==> src/rtl/regfile_pkg.sv <==
// Shared defines for the integer pipeline register file: control literals,
// bus widths and architectural register counts.
package regfile_pkg;

  localparam logic RstEnable    = 1'b1;
  localparam logic RstDisable   = 1'b0;
  localparam logic WriteEnable  = 1'b1;
  localparam logic WriteDisable = 1'b0;
  localparam logic ReadEnable   = 1'b1;
  localparam logic ReadDisable  = 1'b0;
  localparam logic ChipEnable   = 1'b1;
  localparam logic ChipDisable  = 1'b0;

  localparam int RegNum     = 32;
  localparam int RegNumLog2 = 5;

  localparam logic [31:0] ZeroWord   = 32'h0000_0000;
  localparam logic [4:0]  NOPRegAddr = 5'b00000;

  typedef logic [RegNumLog2-1:0] RegAddrBus;
  typedef logic [31:0]           RegBus;

endpackage

==> src/rtl/regfile_rd_port.sv <==
// One combinational register-file read port. Applies, in priority order:
// reset forces zero, index 0 reads zero, same-cycle write bypass, enable gate.
module regfile_rd_port
  import regfile_pkg::*;
#(
  parameter int DATA_W = 32,
  parameter int AW     = 5
) (
  input  logic              rst,
  input  logic              re,
  input  logic [AW-1:0]     raddr,
  input  logic              we,
  input  logic [AW-1:0]     waddr,
  input  logic [DATA_W-1:0] wdata,
  input  logic [DATA_W-1:0] reg_val,
  output logic [DATA_W-1:0] rdata
);

  // Read mux: zero/bypass/array/disable selection
  always_comb begin
    rdata = '0;
    if (rst == RstEnable) begin
      rdata = '0;
    end else if (raddr == '0) begin
      // $zero stays zero even while a write to it is in flight
      rdata = '0;
    end else if ((re == ReadEnable) && (we == WriteEnable) && (raddr == waddr)) begin
      rdata = wdata;
    end else if (re == ReadEnable) begin
      rdata = reg_val;
    end else begin
      rdata = '0;
    end
  end

endmodule

==> src/rtl/regfile.sv <==
// MIPS general-purpose register file: one write port fed from MEM/WB, two
// combinational read ports for decode with same-cycle write bypass.
// Optional build macro REGFILE_DBG_PORT_EN adds an always-enabled debug read
// port (dbg_raddr/dbg_rdata) and a committed-write counter (dbg_wr_cnt).
module regfile
  import regfile_pkg::*;
#(
  parameter int NUM_REGS = RegNum,
  parameter int DATA_W   = 32
) (
  input  logic                        clk,
  input  logic                        rst,
  input  logic                        we,
  input  logic [$clog2(NUM_REGS)-1:0] waddr,
  input  logic [DATA_W-1:0]           wdata,
  input  logic                        re1,
  input  logic [$clog2(NUM_REGS)-1:0] raddr1,
  output logic [DATA_W-1:0]           rdata1,
  input  logic                        re2,
  input  logic [$clog2(NUM_REGS)-1:0] raddr2,
  output logic [DATA_W-1:0]           rdata2
`ifdef REGFILE_DBG_PORT_EN
  ,
  input  logic [$clog2(NUM_REGS)-1:0] dbg_raddr,
  output logic [DATA_W-1:0]           dbg_rdata,
  output logic [31:0]                 dbg_wr_cnt
`endif
);

  localparam int AW = $clog2(NUM_REGS);

  logic [DATA_W-1:0] regs_q [NUM_REGS];
  logic [DATA_W-1:0] regs_d [NUM_REGS];
  logic              wr_commit;

  // A write retires only outside reset and never into $zero
  assign wr_commit = (rst != RstEnable) && (we == WriteEnable) && (waddr != '0);

  // Next-state array: reset clears everything, otherwise apply the retiring write
  always_comb begin
    for (int i = 0; i < NUM_REGS; i++) begin
      regs_d[i] = (rst == RstEnable) ? '0 : regs_q[i];
    end
    if (wr_commit) begin
      regs_d[waddr] = wdata;
    end
  end

  // Architectural register state
  always_ff @(posedge clk) begin
    regs_q <= regs_d;
  end

  regfile_rd_port #(.DATA_W(DATA_W), .AW(AW)) u_rd1 (
    .rst     (rst),
    .re      (re1),
    .raddr   (raddr1),
    .we      (we),
    .waddr   (waddr),
    .wdata   (wdata),
    .reg_val (regs_q[raddr1]),
    .rdata   (rdata1)
  );

  regfile_rd_port #(.DATA_W(DATA_W), .AW(AW)) u_rd2 (
    .rst     (rst),
    .re      (re2),
    .raddr   (raddr2),
    .we      (we),
    .waddr   (waddr),
    .wdata   (wdata),
    .reg_val (regs_q[raddr2]),
    .rdata   (rdata2)
  );

`ifdef REGFILE_DBG_PORT_EN
  logic [31:0] dbg_wr_cnt_q;
  logic [31:0] dbg_wr_cnt_d;

  regfile_rd_port #(.DATA_W(DATA_W), .AW(AW)) u_rd_dbg (
    .rst     (rst),
    .re      (ReadEnable),
    .raddr   (dbg_raddr),
    .we      (we),
    .waddr   (waddr),
    .wdata   (wdata),
    .reg_val (regs_q[dbg_raddr]),
    .rdata   (dbg_rdata)
  );

  // Committed-write count, wraps naturally at 2^32
  always_comb begin
    dbg_wr_cnt_d = dbg_wr_cnt_q;
    if (rst == RstEnable) begin
      dbg_wr_cnt_d = '0;
    end else if (wr_commit) begin
      dbg_wr_cnt_d = dbg_wr_cnt_q + 32'd1;
    end
  end

  // Counter register
  always_ff @(posedge clk) begin
    dbg_wr_cnt_q <= dbg_wr_cnt_d;
  end

  assign dbg_wr_cnt = dbg_wr_cnt_q;
`endif

endmodule

==> config.mk <==
export PLATFORM = sky130hd
export DESIGN_NAME = regfile
export DESIGN_NICKNAME = d
export VERILOG_FILES = /design/src/rtl/regfile_pkg.sv /design/src/rtl/regfile_rd_port.sv /design/src/rtl/regfile.sv
export SDC_FILE = /design/constraint.sdc
export NUM_CORES = 2
export LEC_CHECK = 0
export CORE_MARGIN = 1.5
export CORE_UTILIZATION = 68
export CTS_CLUSTER_SIZE = 12
export DETAILED_ROUTE_END_ITERATION = 10
export PLACE_DENSITY = 0.86
export SKIP_CTS_REPAIR_TIMING = 1
export SYNTH_ARGS = -nofsm -noshare
export SYNTH_HDL_FRONTEND = slang
export SYNTH_SLANG_ARGS = --single-unit
export TNS_END_PERCENT = 20
==> constraint.sdc <==
create_clock -name clk -period 4.9 [get_ports clk]
set_input_delay 1.225 -clock clk [delete_from_list [all_inputs] [get_ports clk]]
set_output_delay 1.225 -clock clk [all_outputs]
set_load 0.02 [all_outputs]
==> run summary <==
outcome: complete, but fails checks
failing checks: DRC, setup timing
max reg flops: 1024
crit path kind: input port to output pin
starting density of the core: 68.86%
Seq/Total Area, Yosys: 36.90%
Vias/cell: 7.017
Tightest Pin Transition: 1.438 ns
most common cell after layout, fill and taps aside: nand2_1
fin util: 76.70%
syn_nets: 6026
Async SR Flop Fraction: 0%
Die H: 288.8 um
Lkg Pwr: 22.41 nW
clock latency on the worst-skew pair: 0.67 ns
placed cells: 6782
Synth Register Bits: 1024
Netlist cell types: 51
I/O pin count: 116
slowest stage cell, crit path: clkdlybuf4s50_1
DRC: 5
first-pass GRT wire length: 276600 um
Port Buffers: 115
total CTS buffers: 105
share of layout cells above drive strength 1: 16.36%
crit path time final: 5.086 ns
EDFF count, synth: 0
CP bufs+invs: 4
crit-path cells: clkdlybuf4s50_1 -> xor2_1 -> nor4_2 -> buf_4 -> nor4bb_4 -> buf_12 -> nand2_1 -> nand3_1 -> clkdlybuf4s50_1
Final GP Congestion: 0.9099
max-slew violations: 0
delay-heaviest family, CP: buffers and inverters
filler-free cell count of the finished design: 6961
Cells after Synth: 5974
Slew HR: 4.132%
Core ar.: 0.08068 mm2
Root Buffer: clkbuf_16
pin count of the biggest net entering global routing: 320
final WL: 185500 um
Final ANT Viol Nets: 0
final setup margin: -0.1863 ns
Chip Width: 288.8 um
Setup violations, final: 31
RSZ-0062 raised after global routing: yes
number of global-route vias before repair: 47650
Max Freq: 196.6 MHz
Clock Path Buffers: 3
CTS tree: built
maxcap violations: 0
via count: 48850
H-tree depth: 3
number of DRC markers in iteration 0: 8215
Post-Syn Area: 0.05556 mm2
max incr delay on CP: 0.63 ns
final period utilization: 103.8%
Data required, critical path: 3.67 ns
Largest regs: regs_q x1024
gr usage total: 43.33%
element type at the critical path end: output pin
Clock transition at path regs: 0.06 ns
initial antenna violation count: 6
Area growth syn-to-layout: 11.38%
Max rail drop VDD: 0.2887 mV
WL/cell: 26.65 um
Crit Path Max Fanout: 32
detailed placement HPWL: 106500 um
final hold vios: 0
HP Class: flop to flop
skew final: 0 ns
Ys Warns: 0
most used cell, CP: clkdlybuf4s50_1
Largest Register: regs_q
Critical Path AT: 3.86 ns
final net count: 5881
Fill cells: 4750
drt pass-1 iters: 11
Overflow after GRT: 0
commonest non-fill, non-tap cells in the layout: 1155 x nand2_1, 1024 x dfxtp_1, 931 x nand2b_1
top_reg_cell synth: dfxtp_1
die area: 0.08342 mm2
mean post-synth cell area: 9.300 um2
# clock sinks: 1024
startpoint type of the worst setup path: input port
num rows: 104
cell area power density: 289.8 mW/mm2
[layout make-up]
class / count / area, um2 / share of cell area (%)
multi-input cells: 4306 / 32310 / 52.22
diodes: 2 / 5.005 / 0.008088
well taps: 1060 / 1326 / 2.143
inverters: 2 / 7.507 / 0.01213
clock buffers: 162 / 3187 / 5.150
repair buffers: 390 / 4422 / 7.146
clock inverters: 15 / 122.6 / 0.1982
flip-flops and latches: 1024 / 20500 / 33.13
[Yosys cell counts, types with 67 or more instances]
cell type	count	area (um2)
nand3b_1	67	503.0
buf_2	100	500.5
o221ai_1	124	1086
nand2b_1	933	5837
dfxtp_1	1024	20500
mux4_2	417	9392
clkbuf_1	402	1509
nand3_1	67	335.3
nand2_1	1157	4343
o21ai_0	927	4639
mux2i_1	286	2863
[metrics by stage]
| stage | cell area [um2] | worst slack [ns] | setup TNS (ns) | hold WS, ns | power, mW |
|---|---|---|---|---|---|
| floorplan | 55560 | 0.7981 | 0 | 0.4478 | 9.621 |
| global placement | 58480 | -0.1274 | -2.797 | 0.4615 | 10.13 |
| detailed placement | 58480 | -0.09527 | -3.184 | 0.4676 | 10.15 |
| CTS | 61790 | -0.1308 | -3.837 | 0.4780 | 17.82 |
| global route | 61880 | -0.2296 | -5.076 | 0.4861 | 18.28 |
| finish | 61880 | -0.1863 | -3.493 | 0.4808 | 17.93 |
[layer usage]
layer | vias up | track usage (%) | routed length [um]
met1 | 23230 | 53.98 | 64200
met3 | 992 | 14.52 | 27480
li1 | 20540 | - | -
met4 | 6 | 30.18 | 13910
met2 | 4080 | 63.67 | 79840
met5 | - | 0 | 48
[kinds of logic after synthesis]
family / count (synthesis) / share of synthesized area [%]
compound gates: 1155 / 11.58
xor+xnor: 10 / 0.1576
buf+inv: 644 / 5.347
flops: 1024 / 36.90
mux: 800 / 24.89
simple gates: 2341 / 21.13
[report_power, final]
part	internal, mW	switching (mW)	leakage, nW	total, mW
combinational	0.676	0.934	12.5	1.61
sequential	8.38	0.0482	8.25	8.43
clock	4.48	3.41	1.63	7.89
total	13.5	4.39	22.4	17.9
[final timing paths]
kind	startpoint	end	slack, ns	cells after the start
setup reg to reg	regs_q[386]	regs_q[386]	4.05	2
hold reg to reg	regs_q[1015]	regs_q[1015]	0.48	1
setup / recovery	waddr[3]	rdata2[17]	-0.19	9
hold / removal	regs_q[1015]	regs_q[1015]	0.48	1
Power figures use the tool's default switching activity.
